--- config.mk ---
export PLATFORM = sky130hd
export DESIGN_NAME = result_master_axi4
export DESIGN_NICKNAME = d
export VERILOG_FILES = /design/src/rtl/result_master_pkg.sv /design/src/rtl/result_master_ring_addr.sv /design/src/rtl/result_master_axi4.sv
export SDC_FILE = /design/constraint.sdc
export NUM_CORES = 1
export LEC_CHECK = 0
export ABC_AREA = 1
export CELL_PAD_IN_SITES_DETAIL_PLACEMENT = 1
export CELL_PAD_IN_SITES_GLOBAL_PLACEMENT = 1
export CORE_UTILIZATION = 25
export CTS_CLUSTER_SIZE = 20
export DETAILED_ROUTE_END_ITERATION = 10
export PLACE_DENSITY = 0.55
export SYNTH_ARGS = -nofsm -noshare
export SYNTH_HDL_FRONTEND = slang
export SYNTH_SLANG_ARGS = --single-unit
--- constraint.sdc ---
create_clock -name CGRA_CLK_I -period 5.4 [get_ports CGRA_CLK_I]
set_input_delay 1.08 -clock CGRA_CLK_I [delete_from_list [all_inputs] [get_ports CGRA_CLK_I]]
set_output_delay 1.08 -clock CGRA_CLK_I [all_outputs]
set_load 0.01 [all_outputs]
--- src/rtl/result_master_pkg.sv ---
// Shared types and constants for the CGRA result write master (AXI4).
package result_master_pkg;

    typedef enum logic [1:0] {
        ST_IDLE = 2'd0,
        ST_ADDR = 2'd1,
        ST_DATA = 2'd2
    } state_t;

    localparam logic [1:0] BRESP_OKAY = 2'b00;
    localparam logic [1:0] BURST_INCR = 2'b01;

    function automatic int clog2(input int value);
        int r;
        r = 0;
        while ((1 << r) < value) r++;
        return r;
    endfunction

endpackage

--- src/rtl/result_master_ring_addr.sv ---
// Ring-buffer destination address: lower/upper/inc config, current write
// address and the start address of the next transaction-set slot.
module result_master_ring_addr #(
    parameter int ADDR_WIDTH = 32,
    parameter int STEP       = 8
) (
    input  logic                  clk,
    input  logic                  rst_n,
    input  logic                  cfg_en,
    input  logic                  lower_wr,
    input  logic                  upper_wr,
    input  logic                  inc_wr,
    input  logic [ADDR_WIDTH-1:0] cfg_data,
    input  logic                  inc_set,
    input  logic                  beat,
    output logic [ADDR_WIDTH-1:0] cur_addr
);

    logic [ADDR_WIDTH-1:0] lower, upper, inc, set_start;
    logic [ADDR_WIDTH-1:0] lower_n, inc_n, slot_end;
    logic                  cfg_hit;

    always_comb begin
        lower_n  = lower_wr ? cfg_data : lower;
        inc_n    = inc_wr ? cfg_data : inc;
        cfg_hit  = cfg_en && (lower_wr || upper_wr || inc_wr);
        // last byte of the slot after the one being entered
        slot_end = set_start + inc + inc - ADDR_WIDTH'(1);
    end

    always_ff @(posedge clk or negedge rst_n) begin
        if (!rst_n) begin
            lower     <= '0;
            upper     <= '0;
            inc       <= '0;
            set_start <= '0;
            cur_addr  <= '0;
        end else if (cfg_hit) begin
            lower     <= lower_n;
            inc       <= inc_n;
            if (upper_wr) upper <= cfg_data;
            cur_addr  <= lower_n;
            set_start <= lower_n + inc_n;
        end else if (inc_set) begin
            cur_addr  <= set_start;
            set_start <= (slot_end <= upper) ? set_start + inc : lower;
        end else if (beat) begin
            cur_addr  <= cur_addr + ADDR_WIDTH'(STEP);
        end
    end

endmodule

--- src/rtl/result_master_axi4.sv ---
// CGRA result write master: streams result words as AXI4 INCR bursts.
// Optional macro RESULT_MASTER_ERR_CNT_EN adds a saturating BRESP error counter.
module result_master_axi4
    import result_master_pkg::*;
#(
    parameter int DATA_WIDTH      = 64,
    parameter int ADDR_WIDTH      = 32,
    parameter int MAX_OUTSTANDING = 4,
    parameter int HDR_WIDTH       = DATA_WIDTH
) (
    input  logic                    CGRA_CLK_I,
    input  logic                    RST_N_I,
    input  logic                    EN_I,
    input  logic                    DEST_LOWER_WREN_I,
    input  logic                    DEST_UPPER_WREN_I,
    input  logic                    DEST_INC_WREN_I,
    input  logic [ADDR_WIDTH-1:0]   DEST_DATA_I,
    input  logic                    START_I,
    input  logic                    START_HDR_I,
    input  logic [7:0]              START_LEN_I,
    input  logic                    INC_SET_I,
    input  logic [DATA_WIDTH-1:0]   DATA_I,
    input  logic [HDR_WIDTH-1:0]    HDR_DATA_I,
    output logic                    DATA_REQ_O,
    output logic                    BUSY_O,
    output logic                    FULL_O,
    output logic                    ERR_O,
    input  logic                    ERR_CLR_I,
`ifdef RESULT_MASTER_ERR_CNT_EN
    output logic [15:0]             ERR_CNT_O,
`endif
    output logic [ADDR_WIDTH-1:0]   AXI_AWADDR_O,
    output logic [7:0]              AXI_AWLEN_O,
    output logic [2:0]              AXI_AWSIZE_O,
    output logic [1:0]              AXI_AWBURST_O,
    output logic                    AXI_AWVALID_O,
    input  logic                    AXI_AWREADY_I,
    output logic [DATA_WIDTH-1:0]   AXI_WDATA_O,
    output logic [DATA_WIDTH/8-1:0] AXI_WSTRB_O,
    output logic                    AXI_WLAST_O,
    output logic                    AXI_WVALID_O,
    input  logic                    AXI_WREADY_I,
    input  logic [1:0]              AXI_BRESP_I,
    input  logic                    AXI_BVALID_I,
    output logic                    AXI_BREADY_O
);

    localparam int STRB_W = DATA_WIDTH / 8;
    localparam int OUT_W  = 4;

    state_t                state;
    logic [7:0]            len;
    logic                  hdr;
    logic [8:0]            cnt;
    logic                  wdone;
    logic [OUT_W-1:0]      outstanding;
    logic [ADDR_WIDTH-1:0] cur_addr;
    logic [DATA_WIDTH-1:0] hdr_ext;
    logic                  aw_hs, w_hs, b_hs, last_hs, hdr_beat, b_bad, b_orphan;

    always_comb begin
        aw_hs    = AXI_AWVALID_O && AXI_AWREADY_I;
        w_hs     = AXI_WVALID_O && AXI_WREADY_I;
        b_hs     = AXI_BVALID_I && AXI_BREADY_O;
        hdr_beat = hdr && (cnt == 9'd0);
        last_hs  = w_hs && (cnt == {1'b0, len});
        b_bad    = b_hs && (AXI_BRESP_I != BRESP_OKAY);
        b_orphan = b_hs && !aw_hs && (outstanding == '0);
        hdr_ext  = '0;
        hdr_ext[HDR_WIDTH-1:0] = HDR_DATA_I;
    end

    assign AXI_AWSIZE_O  = 3'(clog2(STRB_W));
    assign AXI_AWBURST_O = BURST_INCR;
    assign AXI_WDATA_O   = !AXI_WVALID_O ? '0 : (hdr_beat ? hdr_ext : DATA_I);
    assign AXI_WSTRB_O   = {STRB_W{AXI_WVALID_O}};
    assign AXI_WLAST_O   = AXI_WVALID_O && (cnt == {1'b0, len});
    assign DATA_REQ_O    = w_hs && !hdr_beat;
    assign BUSY_O        = (state != ST_IDLE);
    assign FULL_O        = (outstanding == OUT_W'(MAX_OUTSTANDING));

    result_master_ring_addr #(
        .ADDR_WIDTH (ADDR_WIDTH),
        .STEP       (STRB_W)
    ) u_ring (
        .clk      (CGRA_CLK_I),
        .rst_n    (RST_N_I),
        .cfg_en   (EN_I && (state == ST_IDLE)),
        .lower_wr (DEST_LOWER_WREN_I),
        .upper_wr (DEST_UPPER_WREN_I),
        .inc_wr   (DEST_INC_WREN_I),
        .cfg_data (DEST_DATA_I),
        .inc_set  (INC_SET_I),
        .beat     (w_hs),
        .cur_addr (cur_addr)
    );

    always_ff @(posedge CGRA_CLK_I or negedge RST_N_I) begin
        if (!RST_N_I) begin
            state         <= ST_IDLE;
            len           <= '0;
            hdr           <= 1'b0;
            cnt           <= '0;
            wdone         <= 1'b0;
            AXI_AWVALID_O <= 1'b0;
            AXI_AWADDR_O  <= '0;
            AXI_AWLEN_O   <= '0;
            AXI_WVALID_O  <= 1'b0;
            AXI_BREADY_O  <= 1'b0;
        end else begin
            AXI_BREADY_O <= 1'b1;
            case (state)
                ST_IDLE: begin
                    if (START_I && !FULL_O) begin
                        len           <= START_LEN_I;
                        hdr           <= START_HDR_I;
                        cnt           <= '0;
                        wdone         <= 1'b0;
                        AXI_AWVALID_O <= 1'b1;
                        AXI_AWADDR_O  <= cur_addr;
                        AXI_AWLEN_O   <= START_LEN_I;
                        // header beat may go out before the AW handshake
                        AXI_WVALID_O  <= START_HDR_I && EN_I;
                        state         <= ST_ADDR;
                    end
                end
                ST_ADDR, ST_DATA: begin
                    if (w_hs)    cnt   <= cnt + 9'd1;
                    if (last_hs) wdone <= 1'b1;
                    if (state == ST_ADDR) begin
                        if (aw_hs) begin
                            AXI_AWVALID_O <= 1'b0;
                            state         <= (wdone || last_hs) ? ST_IDLE : ST_DATA;
                        end
                    end else if (last_hs) begin
                        state <= ST_IDLE;
                    end
                    // WVALID only drops after a handshake
                    if (AXI_WVALID_O && !w_hs)
                        AXI_WVALID_O <= 1'b1;
                    else if (last_hs || wdone)
                        AXI_WVALID_O <= 1'b0;
                    else if (state == ST_DATA || aw_hs)
                        AXI_WVALID_O <= EN_I;
                    else if (hdr && cnt == 9'd0 && !w_hs)
                        AXI_WVALID_O <= EN_I;
                    else
                        AXI_WVALID_O <= 1'b0;
                end
                default: state <= ST_IDLE;
            endcase
        end
    end

    always_ff @(posedge CGRA_CLK_I or negedge RST_N_I) begin
        if (!RST_N_I) begin
            outstanding <= '0;
            ERR_O       <= 1'b0;
        end else begin
            if (aw_hs && !b_hs)
                outstanding <= outstanding + OUT_W'(1);
            else if (b_hs && !aw_hs && outstanding != '0)
                outstanding <= outstanding - OUT_W'(1);
            if (b_bad || b_orphan)
                ERR_O <= 1'b1;
            else if (ERR_CLR_I)
                ERR_O <= 1'b0;
        end
    end

`ifdef RESULT_MASTER_ERR_CNT_EN
    always_ff @(posedge CGRA_CLK_I or negedge RST_N_I) begin
        if (!RST_N_I)
            ERR_CNT_O <= '0;
        else if (ERR_CLR_I)
            ERR_CNT_O <= b_bad ? 16'd1 : 16'd0;
        else if (b_bad && ERR_CNT_O != 16'hFFFF)
            ERR_CNT_O <= ERR_CNT_O + 16'd1;
    end
`endif

endmodule

==> impl_metrics.ini, run 1 <==
[yosys]
async_reset_ff_share_pct = 100.0
synth_seq_area_share_pct = 27.98
synthTopCellsByArea = dfrtp_1, nand2_1, ha_1
avgSynthCellArea_um2 = 6.473
yosysTopAreaCell = dfrtp_1
synth-seq-cells = 221
yosys_warnings = 0
mappedNetlistArea_um2 = 19760
synth_ff_type = dfrtp_1
synth_edf_count = 0
synth.distinct_cells = 56
yosys.area.top_type_share_pct = 27.98
postSynthCellCount = 3053

[sta]
fin_crit_sh_pct = 97.42
fmax_mhz = 190.1
final-setup-viol-count = 0
rsz0062_at_grt = yes
min_period_ns = 5.261
fin_worst_skew_ns = 0.01327
holdWs_ns = 0.4392
tightest_slew_ns = 1.026
hold_viol_final = 0
maxSlewViolCount = 0
relSlewSlack_pct = 30.96

[worst_setup_path]
cp.arrival_ns = 5.76
max_stage_delay_ns = 0.45
start_kind = register
crit_top_cell = nand2_2
slowest_stage = dfrtp_2
cp_max_fo = 4
required_ns = 5.90
critPathCaptureType = register
critPathKind = reg2reg

[route]
avgViaCountPerCell = 4.829
drcViolationCount = 0
drt_iter0_drc = 1003
vias = 22480
routedWlPerCell_um = 21.06
first_pass_iters = 5
drtAntennaViolNets = 0
routed_wl_um = 98030

[placed_design]
dp.cells = 4545
numPortBuffers = 302
place_congestion = 0.9760
place_hpwl_um = 78380

[floorplan]
die_h_um = 283.2
start_util_pct = 25.39
fp.dieArea_um2 = 80180
core-area_um2 = 77850
die_w_um = 283.2
fp-row-count = 102
ios = 308

[clocking]
htreeDepth = 1
root_buffer = clkbuf_16
cts_tree = built
clkSinkCount = 221
clock_latency_ns = 0.62
clock_path_buffers = 3
numCtsBuffers = 31
clk_pin_slew_ns = 0.06

[global_route]
grt_max_degree = 131
grt_pass1_wl_um = 144100
grt_pass1_vias = 23280
antenna_found_initial = 2
grt_use_total_pct = 23.34
overflow = 0

[run]
max-cap-violations = 0

[final_layout]
drive_gt1_share_pct = 22.52
num-nets-final = 3946
fin_cells = 4655
areaGrowthSynthToFinish_pct = 50.83
num_antenna_cells = 0

[hold_path]
min_path_type = in2async

[outcome]
status = finished clean
layout by cell type, fill, tap and decap left out, drive strengths merged, types with 3 or more instances in the layout:
cell type and count:
nand2 812, inv 485, o21ai 316, buf 310, clkdlybuf4s50 299, a21oi 255, nor2 240, dfrtp 221
nand3 173, ha 166, clkbuf 45, nor3 44, xor2 42, nand4 33, xnor2 26, nand3b 14
a31oi 14, o21bai 14, clkinv 11, a22oi 10, o211ai 10, nor4 10, mux2 9, a21o 8
conb 6, o21a 5, and2 4, fa 4, nor3b 3, bufinv 3, a221oi 3, or2 3
a211oi 3
sequential cells by signal (all words and copies together), names as in the netlist, 2 cells and up:
register and flops:
u_ring.set_start 32, cnt 9, AXI_AWADDR_O 32, u_ring.upper 32
u_ring.lower 32, len 8, state 2, outstanding 4
u_ring.cur_addr 32, u_ring.inc 32
through the flow:
step	TNS [ns]	area (µm²)	worst slack, ns	utilization, %
2_1_floorplan	0	19780	0.7010	-
3_3_place_gp	-20.24	25630	-0.6619	32.92
3_5_place_dp	-23.67	25630	-0.7884	32.92
4_1_cts	0	27370	0.0003659	35.16
5_1_grt	-2.505	29810	-0.1130	38.29
6_report	0	29810	0.1394	38.29
layout make-up:
cell class / count / area, µm²
fillers: 9552 / 48040
multi-input cells: 2239 / 14350
repair buffers: 614 / 5718
flip-flops and latches: 221 / 5545
inverters: 486 / 1839
well taps: 1040 / 1301
clock buffers: 40 / 879.6
clock inverters: 15 / 177.7
worst max-delay path: cells and delay by family (launching register included):
| kind | cells | cell delay [ns] |
|---|---|---|
| fa+ha+maj | 4 | 1.20 |
| simple gates | 23 | 2.47 |
| buf+inv | 6 | 0.67 |
| compound gates | 1 | 0.13 |
| xor+xnor | 1 | 0.17 |
| flops | 1 | 0.45 |
final timing paths:
| check | slack [ns] | to | from | cells after the start |
|---|---|---|---|---|
| setup / recovery | 0.14 | u_ring.set_start[3] | u_ring.inc[5] | 35 |
| hold / removal | 0.44 | u_ring.lower[3] | RST_N_I | 1 |
| setup reg to reg | 0.14 | u_ring.set_start[3] | u_ring.inc[5] | 35 |
| hold reg to reg | 0.49 | AXI_AWADDR_O[9] | AXI_AWADDR_O[9] | 2 |
| max in group asynchronous | 3.87 | AXI_AWADDR_O[30] | RST_N_I | 2 |
| min in group CGRA_CLK_I | 0.49 | AXI_AWADDR_O[9] | AXI_AWADDR_O[9] | 2 |
synthesized netlist by cell type (26+ instances only):
master and number:
inv_1 472, xnor2_1 26, nand4_1 33, nor2_1 236
clkbuf_1 56, ha_1 166, o21ai_0 303, buf_2 27
nand3_1 169, xor2_1 42, nor3_1 41, dfrtp_1 221
a21oi_1 254, nand2_1 808
cell families (layout without fill, tap and decap cells):
logic type,count (synthesis),count (layout),share of synthesized area (%)
compound gates,648,648,17.45
xor+xnor,68,68,3.014
fa+ha+maj,170,170,10.91
buf+inv,597,1155,11.88
flops,221,221,27.98
mux,9,9,0.5128
other cells,2,6,0.03800
simple gates,1338,1338,28.20
per-layer routing:
metal  part of all wire (%)  track usage [%]  wire length [µm]  vias up
li1                       -                -                 -    10950
met1                     45            29.87             43690    10970
met4                    2.7            6.095              2648        0
met5                      0                0                 0        -
met3                    3.6            2.770              3539      116
met2                     49            41.20             48150      455
timing repair:
item / in CTS / in global routing
resized for setup: 112 / 440
buffers inserted: 14 / 38
pin swaps: 32 / 171
hold buffers: 0 / 0
hold endpoints to repair: 0 / 0
cloned: 2 / 6
setup endpoints to repair: 32 / 32
Power of run 1 is not shown: default switching activity piles up to over one toggle a cycle in this logic, so the estimate is an artifact.
==> run 2: changes to the inputs <==
CELL_PAD_IN_SITES_DETAIL_PLACEMENT = unset   (was 1)
CELL_PAD_IN_SITES_GLOBAL_PLACEMENT = unset   (was 1)
CORE_UTILIZATION = 45   (was 25)
PLACE_DENSITY = 0.67   (was 0.55)
==> impl_metrics.ini, run 2 (same netlist as run 1, synthesis figures left out) <==
[outcome]
status = finished clean

[final_layout]
areaGrowthSynthToFinish_pct = 34.40
final_common_cell = nand2_1
n_fill_cell = 4141
multi_input_area_um2 = 12880
num-nets-final = 3849
drive_gt1_share_pct = 13.37
regArea_um2 = 5535
fin_util_pct = 61.53
layout_common_cells = nand2_1, inv_1, clkdlybuf4s50_1

[floorplan]
die_w_um = 211.6
core-area_um2 = 43170
fp.dieArea_um2 = 44760
fp-row-count = 76
ios = 308
start_util_pct = 45.78
die_h_um = 211.6

[clocking]
root_buffer = clkbuf_16
clk_pin_slew_ns = 0.06
htreeDepth = 1
clkSinkCount = 221
clock_path_buffers = 3
numCtsBuffers = 27
clock_latency_ns = 0.59
cts_tree = built
holdBufCountCts = 0

[sta]
tightest_slew_ns = 1.114
final-setup-viol-count = 0
fmax_mhz = 189.7
maxSlewViolCount = 0
hold_viol_final = 0
fin_crit_sh_pct = 97.64
min_period_ns = 5.272
fin_worst_skew_ns = 0.03657
relSlewSlack_pct = 25.72

[route]
avgViaCountPerCell = 5.438
routed_wl_um = 81460
first_pass_iters = 6
routedWlPerCell_um = 19.86
drt_iter0_drc = 1813
drcViolationCount = 0
vias = 22300
drtAntennaViolNets = 0

[worst_setup_path]
required_ns = 5.90
cp_max_fo = 10
max_stage_delay_ns = 0.46
critPathKind = reg2reg
start_kind = register
crit_top_cell = nand2_1
slowest_stage = dfrtp_1
critPathCaptureType = register
cp.arrival_ns = 5.78

[run]
max-cap-violations = 0

[placed_design]
place_hpwl_um = 65910
place_congestion = 1.003
numPortBuffers = 302

[hold_path]
min_path_type = reg2reg

[global_route]
antenna_found_initial = 8
grt_max_degree = 117
grt_pass1_wl_um = 120800
grt_use_total_pct = 35.59
grt_pass1_vias = 21150
overflow = 0
## run 2: changes by cell type in the layout (fill, tap and decap cells not counted), sizes merged
cell / before / now
buf: 310 / 221
bufinv: 3 / 1
clkbuf: 45 / 36
clkinv: 11 / 4
diode: 0 / 8
## run 2: final timing paths
path / from / endpoint / slack, ns / cells past startpoint
setup reg to reg: u_ring.inc[5] / u_ring.set_start[23] / 0.13 / 34
hold reg to reg: AXI_AWADDR_O[0] / AXI_AWADDR_O[0] / 0.48 / 2
hold / removal: AXI_AWADDR_O[0] / AXI_AWADDR_O[0] / 0.48 / 2
setup / recovery: u_ring.inc[5] / u_ring.set_start[23] / 0.13 / 34
min in group asynchronous: RST_N_I / AXI_AWADDR_O[28] / 0.57 / 1
max in group asynchronous: RST_N_I / u_ring.inc[3] / 3.67 / 2
## run 2: repair_timing
| item | in CTS | in global routing |
|---|---|---|
| pin swaps | 3 | 48 |
| cloned | 0 | 1 |
| gates resized for setup | 25 | 185 |
| buffers inserted | 1 | 10 |
| setup endpoints to repair | 32 | 32 |
## run 2: worst max-delay path, delay by kind of cell, from the launching register on
kind                     cells  cell delay (ns)
AO/OA/AOI/OAI                2             0.36
AND/OR/NAND/NOR             19             2.02
adder cells (fa/ha/maj)      4             1.25
XOR/XNOR                     2             0.24
flip-flops                   1             0.46
buffers and inverters        7             0.85
## run 2: through the flow
stage / TNS [ns] / worst slack (ns) / hold slack (ns) / area (µm²) / std cells
3_3_place_gp: -9.040 / -0.3137 / 0.4675 / 24670 / 4041
5_1_grt: -1.981 / -0.1276 / 0.5055 / 26560 / 4101
2_1_floorplan: 0 / 0.7010 / 0.4530 / 19780 / 3057
3_5_place_dp: -8.399 / -0.3058 / 0.4715 / 24670 / 4041
6_report: 0 / 0.1276 / 0.4839 / 26560 / 4101
4_1_cts: 0 / 0.01937 / 0.4852 / 25550 / 4083
## run 2: layer usage
layer | GRT usage, % | share of wire (%) | up-vias
li1 | - | - | 10760
met1 | 44.89 | 41 | 10400
met2 | 58.85 | 47 | 964
met3 | 5.222 | 7.6 | 185
met4 | 18.74 | 5.0 | 0
met5 | 0 | 0 | -
## run 2: area by class of cell
cell class	instances	area share, %
inverter	486	6.887
multi-input combinational	2239	48.48
clock buffer	35	2.694
tap	585	2.756
timing repair buffer	521	17.99
sequential	221	20.84
antenna	8	0.07537
clock inverter	6	0.2826
Power of run 2 is left out for the same reason.
